==> config.mk <==
export PLATFORM = sky130hd
export DESIGN_NAME = tl_periph_port_arbiter
export DESIGN_NICKNAME = d
export VERILOG_FILES = /design/src/rtl/tl_periph_port_arbiter.sv
export SDC_FILE = /design/constraint.sdc
export NUM_CORES = 1
export LEC_CHECK = 0
export ABC_AREA = 1
export ABC_CLOCK_PERIOD_IN_PS = 5000
export BUFFER_PORTS_ARGS = -buffer_cell sky130_fd_sc_hd__buf_2
export CAP_MARGIN = 20
export CORE_AREA = 2 2 153 155
export CTS_BUF_LIST = sky130_fd_sc_hd__clkbuf_8
export DETAILED_ROUTE_END_ITERATION = 16
export DIE_AREA = 0 0 155 157
export PLACE_DENSITY = 0.44
export SYNTH_ARGS = -nofsm -noshare
export SYNTH_HDL_FRONTEND = slang
export SYNTH_SLANG_ARGS = --single-unit
==> constraint.sdc <==
create_clock -name clock -period 5 [get_ports clock]
set_clock_uncertainty 0.15 [all_clocks]
set_input_delay 1 -clock clock [delete_from_list [all_inputs] [get_ports clock]]
set_output_delay 1 -clock clock [all_outputs]
set_load 0.005 [all_outputs]
==> src/rtl/tl_periph_port_arbiter.sv <==
// Two-master, one-slave TileLink-UL arbiter placed in front of the TL-to-AHB
// peripheral-port bridge.
// - A channel: round-robin grant with a lock. Once a request has been offered
//   to the bridge, it stays offered until it is accepted.
// - D channel: responses are routed back using the master index carried in
//   source bit 4.
// - The number of accepted-but-unanswered requests is bounded.
// - A response that arrives with nothing outstanding is dropped and recorded
//   in a sticky error flag.
module tl_periph_port_arbiter #(
  parameter int MAX_INFLIGHT         = 2,
  parameter int M0_PRIORITY_ON_RESET = 1
) (
  input  logic        clock,
  input  logic        reset_n,
  // master 0 A channel
  input  logic        m0_a_valid,
  output logic        m0_a_ready,
  input  logic [2:0]  m0_a_opcode,
  input  logic [2:0]  m0_a_param,
  input  logic [2:0]  m0_a_size,
  input  logic [3:0]  m0_a_source,
  input  logic [29:0] m0_a_address,
  input  logic [3:0]  m0_a_mask,
  input  logic [31:0] m0_a_data,
  // master 0 D channel
  output logic        m0_d_valid,
  input  logic        m0_d_ready,
  output logic [2:0]  m0_d_opcode,
  output logic [1:0]  m0_d_param,
  output logic [2:0]  m0_d_size,
  output logic [3:0]  m0_d_source,
  output logic        m0_d_denied,
  output logic        m0_d_corrupt,
  output logic [31:0] m0_d_data,
  // master 1 A channel
  input  logic        m1_a_valid,
  output logic        m1_a_ready,
  input  logic [2:0]  m1_a_opcode,
  input  logic [2:0]  m1_a_param,
  input  logic [2:0]  m1_a_size,
  input  logic [3:0]  m1_a_source,
  input  logic [29:0] m1_a_address,
  input  logic [3:0]  m1_a_mask,
  input  logic [31:0] m1_a_data,
  // master 1 D channel
  output logic        m1_d_valid,
  input  logic        m1_d_ready,
  output logic [2:0]  m1_d_opcode,
  output logic [1:0]  m1_d_param,
  output logic [2:0]  m1_d_size,
  output logic [3:0]  m1_d_source,
  output logic        m1_d_denied,
  output logic        m1_d_corrupt,
  output logic [31:0] m1_d_data,
  // slave A channel toward the bridge
  output logic        s_a_valid,
  input  logic        s_a_ready,
  output logic [2:0]  s_a_opcode,
  output logic [2:0]  s_a_param,
  output logic [2:0]  s_a_size,
  output logic [4:0]  s_a_source,
  output logic [29:0] s_a_address,
  output logic [3:0]  s_a_mask,
  output logic [31:0] s_a_data,
  // slave D channel from the bridge
  input  logic        s_d_valid,
  output logic        s_d_ready,
  input  logic [2:0]  s_d_opcode,
  input  logic [1:0]  s_d_param,
  input  logic [2:0]  s_d_size,
  input  logic [4:0]  s_d_source,
  input  logic        s_d_denied,
  input  logic        s_d_corrupt,
  input  logic [31:0] s_d_data,
  // status
  output logic [2:0]  inflight,
  output logic        err_d_unexpected
);

  localparam logic [2:0] MAX_CNT  = 3'(MAX_INFLIGHT);
  localparam logic       RR_RESET = (M0_PRIORITY_ON_RESET != 0) ? 1'b0 : 1'b1;

  logic [2:0] inflight_q, inflight_d;
  logic       err_q, err_d;
  logic       lock_q, lock_d;
  logic       lock_idx_q, lock_idx_d;
  logic       rr_q, rr_d;

  logic       grant_s;
  logic       can_issue_s;
  logic       gnt_valid_s;
  logic       a_fire_s;
  logic       d_any_s;
  logic       d_idx_s;
  logic       d_fire_s;

  // Pick the granted master: lock first, then the sole requester, then the rr pointer
  always_comb begin
    grant_s = rr_q;
    if (lock_q) begin
      grant_s = lock_idx_q;
    end else if (m0_a_valid && !m1_a_valid) begin
      grant_s = 1'b0;
    end else if (m1_a_valid && !m0_a_valid) begin
      grant_s = 1'b1;
    end else begin
      grant_s = rr_q;
    end
  end

  // A-channel handshake and field mux toward the bridge; everything is gated off during reset
  always_comb begin
    can_issue_s = (inflight_q < MAX_CNT);
    gnt_valid_s = grant_s ? m1_a_valid : m0_a_valid;
    s_a_valid   = reset_n & can_issue_s & gnt_valid_s;
    m0_a_ready  = reset_n & can_issue_s & s_a_ready & ~grant_s;
    m1_a_ready  = reset_n & can_issue_s & s_a_ready & grant_s;
    a_fire_s    = s_a_valid & s_a_ready;
    if (grant_s) begin
      s_a_opcode  = m1_a_opcode;
      s_a_param   = m1_a_param;
      s_a_size    = m1_a_size;
      s_a_source  = {1'b1, m1_a_source};
      s_a_address = m1_a_address;
      s_a_mask    = m1_a_mask;
      s_a_data    = m1_a_data;
    end else begin
      s_a_opcode  = m0_a_opcode;
      s_a_param   = m0_a_param;
      s_a_size    = m0_a_size;
      s_a_source  = {1'b0, m0_a_source};
      s_a_address = m0_a_address;
      s_a_mask    = m0_a_mask;
      s_a_data    = m0_a_data;
    end
  end

  // D-channel routing by source tag; with nothing outstanding the response is sunk
  always_comb begin
    d_any_s    = (inflight_q != 3'd0);
    d_idx_s    = s_d_source[4];
    m0_d_valid = reset_n & s_d_valid & d_any_s & ~d_idx_s;
    m1_d_valid = reset_n & s_d_valid & d_any_s & d_idx_s;
    if (d_any_s) begin
      s_d_ready = reset_n & (d_idx_s ? m1_d_ready : m0_d_ready);
    end else begin
      s_d_ready = reset_n;
    end
    d_fire_s     = s_d_valid & s_d_ready & d_any_s;
    m0_d_opcode  = s_d_opcode;
    m0_d_param   = s_d_param;
    m0_d_size    = s_d_size;
    m0_d_source  = s_d_source[3:0];
    m0_d_denied  = s_d_denied;
    m0_d_corrupt = s_d_corrupt;
    m0_d_data    = s_d_data;
    m1_d_opcode  = s_d_opcode;
    m1_d_param   = s_d_param;
    m1_d_size    = s_d_size;
    m1_d_source  = s_d_source[3:0];
    m1_d_denied  = s_d_denied;
    m1_d_corrupt = s_d_corrupt;
    m1_d_data    = s_d_data;
  end

  // Next-state for the counter, lock, pointer and sticky error flag
  always_comb begin
    inflight_d = inflight_q;
    lock_d     = lock_q;
    lock_idx_d = lock_idx_q;
    rr_d       = rr_q;
    err_d      = err_q;
    case ({a_fire_s, d_fire_s})
      2'b10:   inflight_d = inflight_q + 3'd1;
      2'b01:   inflight_d = inflight_q - 3'd1;
      default: inflight_d = inflight_q;
    endcase
    if (a_fire_s) begin
      lock_d = 1'b0;
      rr_d   = ~grant_s;
    end else if (s_a_valid) begin
      // offered but not taken: hold this master until the bridge accepts it
      lock_d     = 1'b1;
      lock_idx_d = grant_s;
    end else begin
      lock_d = lock_q;
    end
    if (s_d_valid && !d_any_s) begin
      err_d = 1'b1;
    end else begin
      err_d = err_q;
    end
  end

  // State registers
  always_ff @(posedge clock or negedge reset_n) begin
    if (!reset_n) begin
      inflight_q <= 3'd0;
      err_q      <= 1'b0;
      lock_q     <= 1'b0;
      lock_idx_q <= 1'b0;
      rr_q       <= RR_RESET;
    end else begin
      inflight_q <= inflight_d;
      err_q      <= err_d;
      lock_q     <= lock_d;
      lock_idx_q <= lock_idx_d;
      rr_q       <= rr_d;
    end
  end

  assign inflight         = inflight_q;
  assign err_d_unexpected = err_q;

endmodule

==> out/summary.md <==
For the share of the core filled with cells in the final layout, the log shows 0.136. The cell area that synthesis handed to floorplanning was 2180 µm². Entering global routing, the biggest net connects 47 pins.

The total core area is 22500 µm², and the chip height is 157 µm. The worst setup path is captured at a primary output. The synthesized netlist contains 21 unique library cells. In the routed layout, each cell is associated on average with a via count of 3.30. Summed negative setup slack over all endpoints: 0 ns. The HPWL after detailed placement is 7510 µm. The flip-flop and latch count after synthesis was 7; the slew at the pin with the worst max-slew slack was 0.549 ns. The remaining global-route overflow was 0.

The area growth from synthesis to layout is 40.6%. Hold timing on the final database bottoms out at a slack of 0.304 ns. The I/O pin total is 395. Number of antenna violations at the first check in global routing: 1. Total number of vias: 2792.

The hold violation count in the final report is 0, and the largest voltage drop on the vdd net is 163 µV. Total die area: 24300 µm². The first detailed-routing pass ran for 4 iterations. The hold buffer count at CTS was 0; the achievable frequency was 268 MHz. The final critical-path required period works out to 3.74 ns. The congestion estimate from routability-driven global placement came to 0.731. STA puts the critical path data arrival time at 2.59 ns. Effective utilization at floorplan: 0.0967.

For this design the ratio of total power to cell area is 400 nW/µm². The max-slew violation count came out at 0. The tree built by TritonCTS fans out to 7 sinks. The largest fanout on the critical path is 46. The number of nets in the synthesized netlist is 621.

The first global-routing pass estimated 12200 µm of wire. In the layout the commonest cells are sky130_fd_sc_hd__buf_2, sky130_fd_sc_hd__nand2_1, sky130_fd_sc_hd__inv_1. For the net total in the final layout, the log shows 775. The top metal layer carrying routed signals is met4.

The routed design uses 3990 µm of met2 wire. The H-tree depth reported by CTS is 1, and the placement row count is 55. The path class of the tightest hold or removal check is register to register. The fraction of layout instances using a drive strength above 1 is 0.476, and the post-detailed-route count of antenna-violating nets is 0.

In this run, CTS created clock tree buffers numbering 3. A synthesized cell averages 5.36 µm². For the number of max-cap violations, the log shows 0. The design draws 1220 µW.

Yosys printed 0 warnings. The logs give 8910 µm for the wire length after detailed routing and 2486 for the via count of the first global-routing pass. CTS placed an instance of sky130_fd_sc_hd__clkbuf_8 at the clock tree root. The post-route met1 wirelength came out at 3280 µm. The run gives 0.634 as the worst slew slack as a fraction of its limit.

Summed over all nets, wire length on met3 after detailed routing comes to 1200 µm. The worst-case clock buffer depth was 2; the number of instances in the synthesized netlist was 406. Dividing the detail-routed wire length by the instance count gives 10.5 µm. Data on the critical path is required at its endpoint by 3.85 ns.

The count of instances resized after the clock tree is built was 0. For this run, design rule violations remaining after detail routing come to 0. Setup repair after global routing left no endpoint under its margin. The first routing iteration left 107 violations. The analysis attributes to cell leakage a power of 0.00199 µW. Post-CTS clock slew at the launch and capture registers of the worst setup and hold paths: 0.04 ns. The run finished with clean final reports. The setup path with the least slack is of type input pin to primary output. Once the clock tree was built, the setup fixing pass inserted 0 buffers. The final clock period utilization by the worst path was 0.747. The proportion of synthesized chip area in sequential cells is 0.0805, and the number of buffer cells added on primary ports is 256. The clock network latency to the later pin of the worst-skew pair came out at 0.23 ns. TritonCTS built the clock tree. Aggregate global-route resource usage: 0.0628. The critical path startpoint category is an input pin. The library cell used most frequently in the layout, excluding fill and tap cells, is sky130_fd_sc_hd__buf_2. The run gives 0 as the setup-violating endpoint count in the final report. In this run the horizontal extent of the chip is 155 µm.
per-layer routing:
layer | global-route usage | vias to the layer above
met4 | 0.0317 | 0
met5 | 0 | -
li1 | - | 1426
met2 | 0.108 | 209
met3 | 0.0278 | 36
met1 | 0.0655 | 1121
logic make-up after synthesis:
kind of cell             after synthesis  share of synthesized area
flip-flops                             7                     0.0805
AO/OA/AOI/OAI                          8                     0.0213
buffers and inverters                121                      0.406
multiplexers                           1                    0.00460
adder cells (fa/ha/maj)                2                     0.0149
AND/OR/NAND/NOR                      265                      0.465
XOR/XNOR                               2                    0.00805
critical path, stage by stage:
cell                      delay, ns
sky130_fd_sc_hd__buf_2         0.11
sky130_fd_sc_hd__inv_1         0.09
sky130_fd_sc_hd__a21oi_2       0.06
sky130_fd_sc_hd__nand2_1       0.13
sky130_fd_sc_hd__nand2_4       0.32
sky130_fd_sc_hd__inv_2         0.14
sky130_fd_sc_hd__buf_4         0.39
sky130_fd_sc_hd__nand2_1       0.12
sky130_fd_sc_hd__nand2_1       0.08
sky130_fd_sc_hd__buf_2         0.11
cells in the mapped netlist (all sizes together):
cell type  instances  area (µm²)
nand2            251         945
buf              110         842
inv               11        41.3
dfrtp              7         175
nor2               6        25.0
a21oi              4        23.8
nand3              4        20.0
o21ai              3        15.0
nand4              2        12.5
nor3               2        10.0
xnor2              2        17.5
a21o               1        7.51
fa                 1        20.0
ha                 1        12.5
mux2i              1        10.0
sequential cells by signal, summed over array words and instances, names as in the netlist:
register,flops
lock_q,1
lock_idx_q,1
rr_q,1
inflight,3
err_d_unexpected,1
cell type report:
| type | count | area (µm²) |
|---|---|---|
| Antenna cell | 1 | 2.50 |
| Tap cell | 285 | 357 |
| Clock buffer | 3 | 41.3 |
| Sequential cell | 7 | 175 |
| Fill cell | 2678 | 19400 |
| Timing Repair Buffer | 259 | 1320 |
| Inverter | 11 | 41.3 |
| Clock inverter | 1 | 3.75 |
| Multi-Input combinational cell | 278 | 1120 |
through the flow:
stage	worst slack (ns)	cell area [µm²]	std cells
CTS	1.18	3060	844
global placement	1.20	3010	840
global route	1.05	3060	844
floorplan	2.15	2180	406
detailed placement	1.20	3010	840
finish	1.26	3060	845
where the power goes:
part           total, µW  switching (µW)  internal (µW)
clock network       77.2            24.2           53.0
registers            104            23.1           80.9
logic               1040             609            434
total               1220             656            568
worst paths after layout:
kind	from	to	slack (ns)	cells after the start
worst max-delay path	m1_a_valid	s_a_source[1]	1.26	10
worst min-delay path	err_d_unexpected	err_d_unexpected	0.30	1
worst max register to register	lock_q	inflight[2]	2.41	11
worst min register to register	err_d_unexpected	err_d_unexpected	0.30	1
max in group asynchronous	reset_n	lock_q	4.06	1
min in group asynchronous	reset_n	err_d_unexpected	0.47	1
(Power assumes the default switching activity.)
